==> config.mk <==
export PLATFORM = sky130hd
export DESIGN_NAME = jt51_exp_shift_flat
export DESIGN_NICKNAME = d
export VERILOG_FILES = /design/src/rtl/jt51_exp_shift_if.sv /design/src/rtl/jt51_exp_shift.sv /design/src/flat_wrapper.sv
export SDC_FILE = /design/constraint.sdc
export NUM_CORES = 1
export LEC_CHECK = 0
export ABC_AREA = 1
export BUFFER_PORTS_ARGS = -buffer_cell sky130_fd_sc_hd__buf_2
export CAP_MARGIN = 20
export CELL_PAD_IN_SITES_DETAIL_PLACEMENT = 0
export CELL_PAD_IN_SITES_GLOBAL_PLACEMENT = 1
export CORE_MARGIN = 1
export CORE_UTILIZATION = 34
export DETAILED_ROUTE_END_ITERATION = 8
export PLACE_DENSITY_LB_ADDON = 0.3
export SLEW_MARGIN = 40
export SYNTH_ARGS = -nofsm -noshare
export SYNTH_HDL_FRONTEND = slang
export SYNTH_SLANG_ARGS = --single-unit
==> constraint.sdc <==
create_clock -name clk -period 2 [get_ports clk]
set_input_delay 0.3 -clock clk [delete_from_list [all_inputs] [get_ports clk]]
set_output_delay 0.3 -clock clk [all_outputs]
set_load 0.01 [all_outputs]
==> src/rtl/jt51_exp_shift_if.sv <==
// Sample bus for the log-to-linear stage: attenuated input sample in, signed linear sample out.
interface jt51_exp_shift_if #(
  parameter int AW = 13,
  parameter int OW = 14
);
  logic          in_valid;
  logic [AW-1:0] atten;
  logic          sign;
  logic          out_valid;
  logic [OW-1:0] out_dat;

  modport master (output in_valid, atten, sign, input out_valid, out_dat);
  modport slave  (input in_valid, atten, sign, output out_valid, out_dat);
endinterface

==> src/rtl/jt51_exp_shift.sv <==
// Log-to-linear stage: exponent ROM lookup on the attenuation fraction, shift by its integer part, apply sign.
// Optional half-up rounding of the shift when JT51_EXP_ROUND_EN is defined.
module jt51_exp_shift #(
  parameter int AW = 13,
  parameter int MW = 13,
  parameter int OW = 14
) (
  input  logic          clk,
  input  logic          rst_n,
  input  logic          cen,
  jt51_exp_shift_if.slave io,
  output logic [7:0]    rom_addr,
  input  logic [MW-1:0] rom_data
);
  localparam int STAGES = 3;
  localparam int SW     = AW - 8;

  logic [STAGES:1] vld_pipe;
  logic [AW-1:0]   a_att;
  logic            a_sgn;
  logic [SW-1:0]   b_sh;
  logic            b_sgn;
  logic [MW:0]     sum;
  logic [MW:0]     mag;
  logic [OW-1:0]   dat_nxt;
  logic [OW-1:0]   dat_q;

  // Stage C arithmetic; mag is one bit wider than the ROM so the rounding carry never wraps.
  always_comb begin
    sum = {1'b0, rom_data};
`ifdef JT51_EXP_ROUND_EN
    if (b_sh != '0) sum = sum + ((MW+1)'(1) << (b_sh - SW'(1)));
    mag = (b_sh > SW'(MW)) ? '0 : (sum >> b_sh);
`else
    mag = (b_sh >= SW'(MW)) ? '0 : (sum >> b_sh);
`endif
    dat_nxt = b_sgn ? OW'(-mag) : OW'(mag);
  end

  always_ff @(posedge clk or negedge rst_n) begin
    if (!rst_n) begin
      vld_pipe <= '0;
      a_att    <= '0;
      a_sgn    <= 1'b0;
      b_sh     <= '0;
      b_sgn    <= 1'b0;
      dat_q    <= '0;
    end else if (cen) begin
      vld_pipe <= {vld_pipe[STAGES-1:1], io.in_valid};
      a_att    <= io.atten;
      a_sgn    <= io.sign;
      b_sh     <= a_att[AW-1:8];
      b_sgn    <= a_sgn;
      // Bubbles still move the datapath, so zero the output explicitly.
      dat_q    <= vld_pipe[STAGES-1] ? dat_nxt : '0;
    end
  end

  assign rom_addr     = a_att[7:0];
  assign io.out_valid = vld_pipe[STAGES];
  assign io.out_dat   = dat_q;
endmodule

==> src/flat_wrapper.sv <==
// flat-port wrapper written by rule: the top's interface ports become plain ports
module jt51_exp_shift_flat 
#(
  parameter int AW = 13,
  parameter int MW = 13,
  parameter int OW = 14
)
  (clk, rst_n, cen, rom_addr, rom_data, io_in_valid, io_atten, io_sign, io_out_valid, io_out_dat);
  jt51_exp_shift_if #(.AW(AW), .OW(OW)) io_i ();
  input  logic clk;
  input  logic rst_n;
  input  logic cen;
  output logic [7:0] rom_addr;
  input  logic [MW-1:0] rom_data;
  input wire logic [$bits(io_i.in_valid)-1:0] io_in_valid;
  input wire logic [$bits(io_i.atten)-1:0] io_atten;
  input wire logic [$bits(io_i.sign)-1:0] io_sign;
  output wire logic [$bits(io_i.out_valid)-1:0] io_out_valid;
  output wire logic [$bits(io_i.out_dat)-1:0] io_out_dat;
  assign io_i.in_valid = io_in_valid;
  assign io_i.atten = io_atten;
  assign io_i.sign = io_sign;
  assign io_out_valid = io_i.out_valid;
  assign io_out_dat = io_i.out_dat;
  jt51_exp_shift #(.AW(AW), .MW(MW), .OW(OW)) u_core (.clk(clk), .rst_n(rst_n), .cen(cen), .io(io_i), .rom_addr(rom_addr), .rom_data(rom_data));
endmodule
### Word-level counts from Yosys, hierarchy flattened

Index checks and enable logic that the tools add are counted.

* mux-type cells: 3
* add/subtract/negate cells: 1
* shift operators: 1
* $lt $le $gt $ge: 1

Operator list (number)
* $mux W14: 3
* $neg A14 Y14: 1
* $shr A13 B5 Y14: 1
* $ge A5 B4 Y1 const B: 1

* input port bits: 31
* register bits after elaboration: 37
* logic and storage cells: 12
* output and inout port bits: 23

### Logic depth before layout (Yosys ltp)

* depth after elaboration: 5
* depth in mapped cells: 16
* gate-level depth less buffers: 16

### Worst setup path before layout

OpenSTA, ideal clock, no wires.

* path kind: reg-to-reg
* start: register u_core.b_sh[0]
* end: register u_core.dat_q[6] (netlist: u_core.io.out_dat[6])
* required time: 1.881 ns
* path buffers: 1
* arrival time: 1.928 ns
* setup time: 0.119 ns
* period minus slack after synthesis: 2.047 ns
* path slack: -0.047 ns
* cell stages (with the launch flop): 16
* cells stage by stage: dfrtp_1 > inv_2 > buf_6 > nand2_1 > nand3_1 > nand3_1 > nand2_1 > nor2_1 > nor2_1 > inv_1 > ha_1 > nand3_1 > nand2_2 > or2_1 > nand3_1 > nand2_1

* word-level cells in the longest chain between the ends: 5
* elaborated cells on any way between the ends: 6
* those cells by class: add/sub: 1; order compare: 1; shift: 1; mux: 3

RTL lines
* start, declared: line jt51_exp_shift.sv:21 `logic [SW-1:0] b_sh;`
* start signal, assigned: line jt51_exp_shift.sv:52 `b_sh <= a_att[AW-1:8];`
* $shr A13 B5 Y14 / $ge A5 B4 Y1 (equally long branches): line jt51_exp_shift.sv:35 `mag = (b_sh >= SW'(MW)) ? '0 : (sum >> b_sh);`
* $mux W14 (*): line jt51_exp_shift.sv:35
* $neg A14 Y14: line jt51_exp_shift.sv:37 `dat_nxt = b_sgn ? OW'(-mag) : OW'(mag);`
* $mux W14 (*): line jt51_exp_shift.sv:37
* $mux W14 (*): line jt51_exp_shift.sv:55 `dat_q <= vld_pipe[STAGES-1] ? dat_nxt : '0;`
* end signal, assigned: line jt51_exp_shift.sv:55
* end, declared: line jt51_exp_shift.sv:26 `logic [OW-1:0] dat_q;`

Mark *: on every way between the ends. The rest lies on a longest branch, timed or not.
A chain may end at the register's enable or synchronous reset.

### Final worst setup path

* start: register u_core.b_sh[0]
* end: register u_core.dat_q[11] (netlist: u_core.io.out_dat[11])

Same word-level chain as after synthesis.

==> impl_metrics.toml <==
[synthesis]
syn-num-nets = 363
syn_inst = 331
synth_top_cell_by_area = "dfrtp_1"
synth_warnings = 0
netlist_area_um2 = 2250
synth-seq-cells = 37
yosysTopAreaCellShare_pct = 41.1
ys_seq_area_share_pct = 41.1
synth.area.top_cells = "dfrtp_1 (41%), nand2_1 (23%), nand3_1 (12%)"
synthXorXnorAreaFrac_pct = 0.388
synth-compound-area-share_pct = 7.38
syn_area_per_cell_um2 = 6.81
async_reset_ff_share_pct = 100
synth_ff_type = "dfrtp_1"
synthAdderAreaFrac_pct = 0.555
synth_top_family_by_area = "simple AND/OR/NAND/NOR gates"
ys_types = 26
synth_commonest_cells = "nand2_1 (140), nand3_1 (55), dfrtp_1 (37)"
yosysMostFrequentCell = "nand2_1"
synth_mux_area_share_pct = 0
synth_edf_count = 0
synthSimpleGateAreaFrac_pct = 42.0

[critical_path]
critPathLaunchType = "flip-flop"
ff2ff_path_depth = 16
crit_path_frequent_cell = "nand3_2"
critPathTopFamily = "simple AND/OR/NAND/NOR gates"
crit_chain = "clkinvlp_4, buf_6, nand2_2, nand3_2, nand3_2, nand3_2, nand2_4, buf_6, nand2_4, nor2_4, nand3_2, nand2_4, nand2_1, nand2_1, nand3_2, nand2_1"
slowest_delay_ps = 460
cp-end-kind = "flip-flop"
path_buf_inv = 3
slowest_stage = "dfrtp_2"
arrival_ps = 2320
cp.required_ps = 2230
r2r_start = "u_core.b_sh[0]$_DFFE_PN0P_"
r2r_end = "u_core.io.out_dat[11]$_DFFE_PN0P_"
cp_max_fo = 7
crit_type = "flip-flop to flip-flop"
r2r_slack_ps = -90

[sta]
setup_viol = 8
maxSlewViolCount = 0
fin_hold_ws_ps = 45.0
finClkSkew_ps = 7.84
worst_slack_ps = -94.1
rsz0062_at_grt = "true"
relSlewSlack_pct = 62.7
tns_ps = -407
worst_pin_slew_ps = 560
fmax_mhz = 478
period_share_pct = 105
period_minus_slack_ps = 2090
hold_violations = 0

[run]
cap_violations = 0

[clock_network]
cts_buffers = 5
numClockSinks = 37
clock_latency_ps = 290
cts_tree = "yes"
hold_buffers = 0
clockBufferDepth = 2
cts_root_buf = "clkbuf_8"
htreeDepth = 2
clk_pin_slew_worst_paths_ps = 80

[global_routing]
grtUsageTotal_pct = 17.9
met3_usage_pct = 3.58
grt_max_degree = 38
grt_first_pass_wirelength_um = 10200
grt_antenna_before_repair = 0
grt_pass1_vias = 2297
use_met1_pct = 23.0
grt-busiest-layer = "met2"
grt-ovfl-total = 0
grtUsageMet2_pct = 31.1

[place]
placed_area_um2 = 2660
port_buffers = 53
place_hpwl_um = 4010
place_inst = 460
detailedPlace.worstSlack_ps = -216
place.gp.congestion = 0.858

[min_path]
hp-class = "primary input to async pin"

[floorplanning]
initial_core_util_pct = 35.3
ios = 54
dieHeight_um = 83.4
die_w_um = 83.4
num_rows = 29
core_um2 = 6390
die_area_um2 = 6960

[finish]
final_cell_count_no_fill = 484
drive_gt1_share_pct = 40.3
finalInstanceArea_um2 = 3160
n_antenna_cell = 0
syn2layout_area_growth_pct = 40.0
fin_nets = 438

[detailed_routing]
first_iter_violations = 135
drc = 0
routed_wl_um = 5940
vias_per_cell = 4.84
postRouteAntennaNets = 0
vias = 2344
routedWlPerCell_um = 12.3
dr.pass1.iters = 4

[outcome]
status = "complete, but fails checks"
violations = "setup timing"

[pwr]
p_leak_nw = 1.66
power_density_nw_per_um2 = 780
peakVddDrop_mv = 0.471
==> worst max-delay path by stage <==
stage                                from                                end  slack, ps  cells after the start
6_report       u_core.b_sh[0]$_DFFE_PN0P_  u_core.io.out_dat[11]$_DFFE_PN0P_        -90                     16
4_1_cts        u_core.b_sh[0]$_DFFE_PN0P_   u_core.io.out_dat[5]$_DFFE_PN0P_        -60                     14
3_3_place_gp   u_core.b_sh[0]$_DFFE_PN0P_   u_core.io.out_dat[6]$_DFFE_PN0P_       -150                     14
3_5_place_dp   u_core.b_sh[0]$_DFFE_PN0P_   u_core.io.out_dat[6]$_DFFE_PN0P_       -220                     14
5_1_grt        u_core.b_sh[0]$_DFFE_PN0P_   u_core.io.out_dat[5]$_DFFE_PN0P_       -190                     14
2_1_floorplan  u_core.b_sh[0]$_DFFE_PN0P_   u_core.io.out_dat[6]$_DFFE_PN0P_         10                     15
==> metrics by stage <==
| stage | util, % | power [W] |
|---|---|---|
| finish | 49.4 | 0.00246 |
| CTS | 47.2 | 0.00238 |
| detailed placement | 41.6 | 0.00168 |
| global placement | 41.6 | 0.00168 |
| global route | 49.4 | 0.00264 |
| floorplan | - | 0.00142 |
==> flip-flops by register name, summed over array words and instances, names as in the netlist <==
name and flops:
u_core.io.out_dat 14, u_core.a_att 13, u_core.b_sh 5, u_core.vld_pipe 3, u_core.a_sgn 1, u_core.b_sgn 1
==> routing by layer <==
metal  routed length, um  part of all wire (%)
met5                   0                     0
met4                  19                  0.32
met1                2700                    46
met2                2940                    49
met3                 280                   4.7
==> area by class of cell <==
class | count | area [um^2]
fill | 670 | 3230
multi-input combinational | 255 | 1400
sequential | 37 | 927
timing repair buffer | 89 | 567
tap | 77 | 96.3
clock buffer | 5 | 68.8
inverter | 17 | 68.8
clock inverter | 3 | 22.5
timing repair inverter | 1 | 7.51
==> kinds of logic after synthesis <==
kind of cell	Yosys count
and+or+nand+nor	223
DFF	37
adders and majority gates	1
buffers and inverters	39
AOI/OAI and AO/OA	30
xor gates and xnor gates	1
==> layout by cell type (no fill, tap or decap), drive strengths merged <==
cell,netlist,final
a21oi,8,8
a22oi,1,1
a31oi,1,1
and2,1,1
buf,14,89
clkbuf,8,5
clkinv,1,5
clkinvlp,0,1
dfrtp,37,37
ha,1,1
inv,16,15
nand2,147,147
nand3,56,56
nand3b,1,1
nor2,16,16
o21ai,18,18
o31ai,2,2
or2,2,2
xor2,1,1
==> what timing repair did <==
action                                  4_1_cts  5_1_grt
endpoints found under the setup margin        8       13
pin swaps                                    22       18
buffers inserted                              9        5
resized for setup                            45       29
gates cloned                                  2        0
==> where the power goes <==
part / internal [W] / total, W / switching (W)
sequential: 0.000836 / 0.000897 / 0.0000608
combinational: 0.000440 / 0.00104 / 0.000599
clock: 0.000247 / 0.000528 / 0.000281
Note: power is estimated with default switching activity, not from simulation.
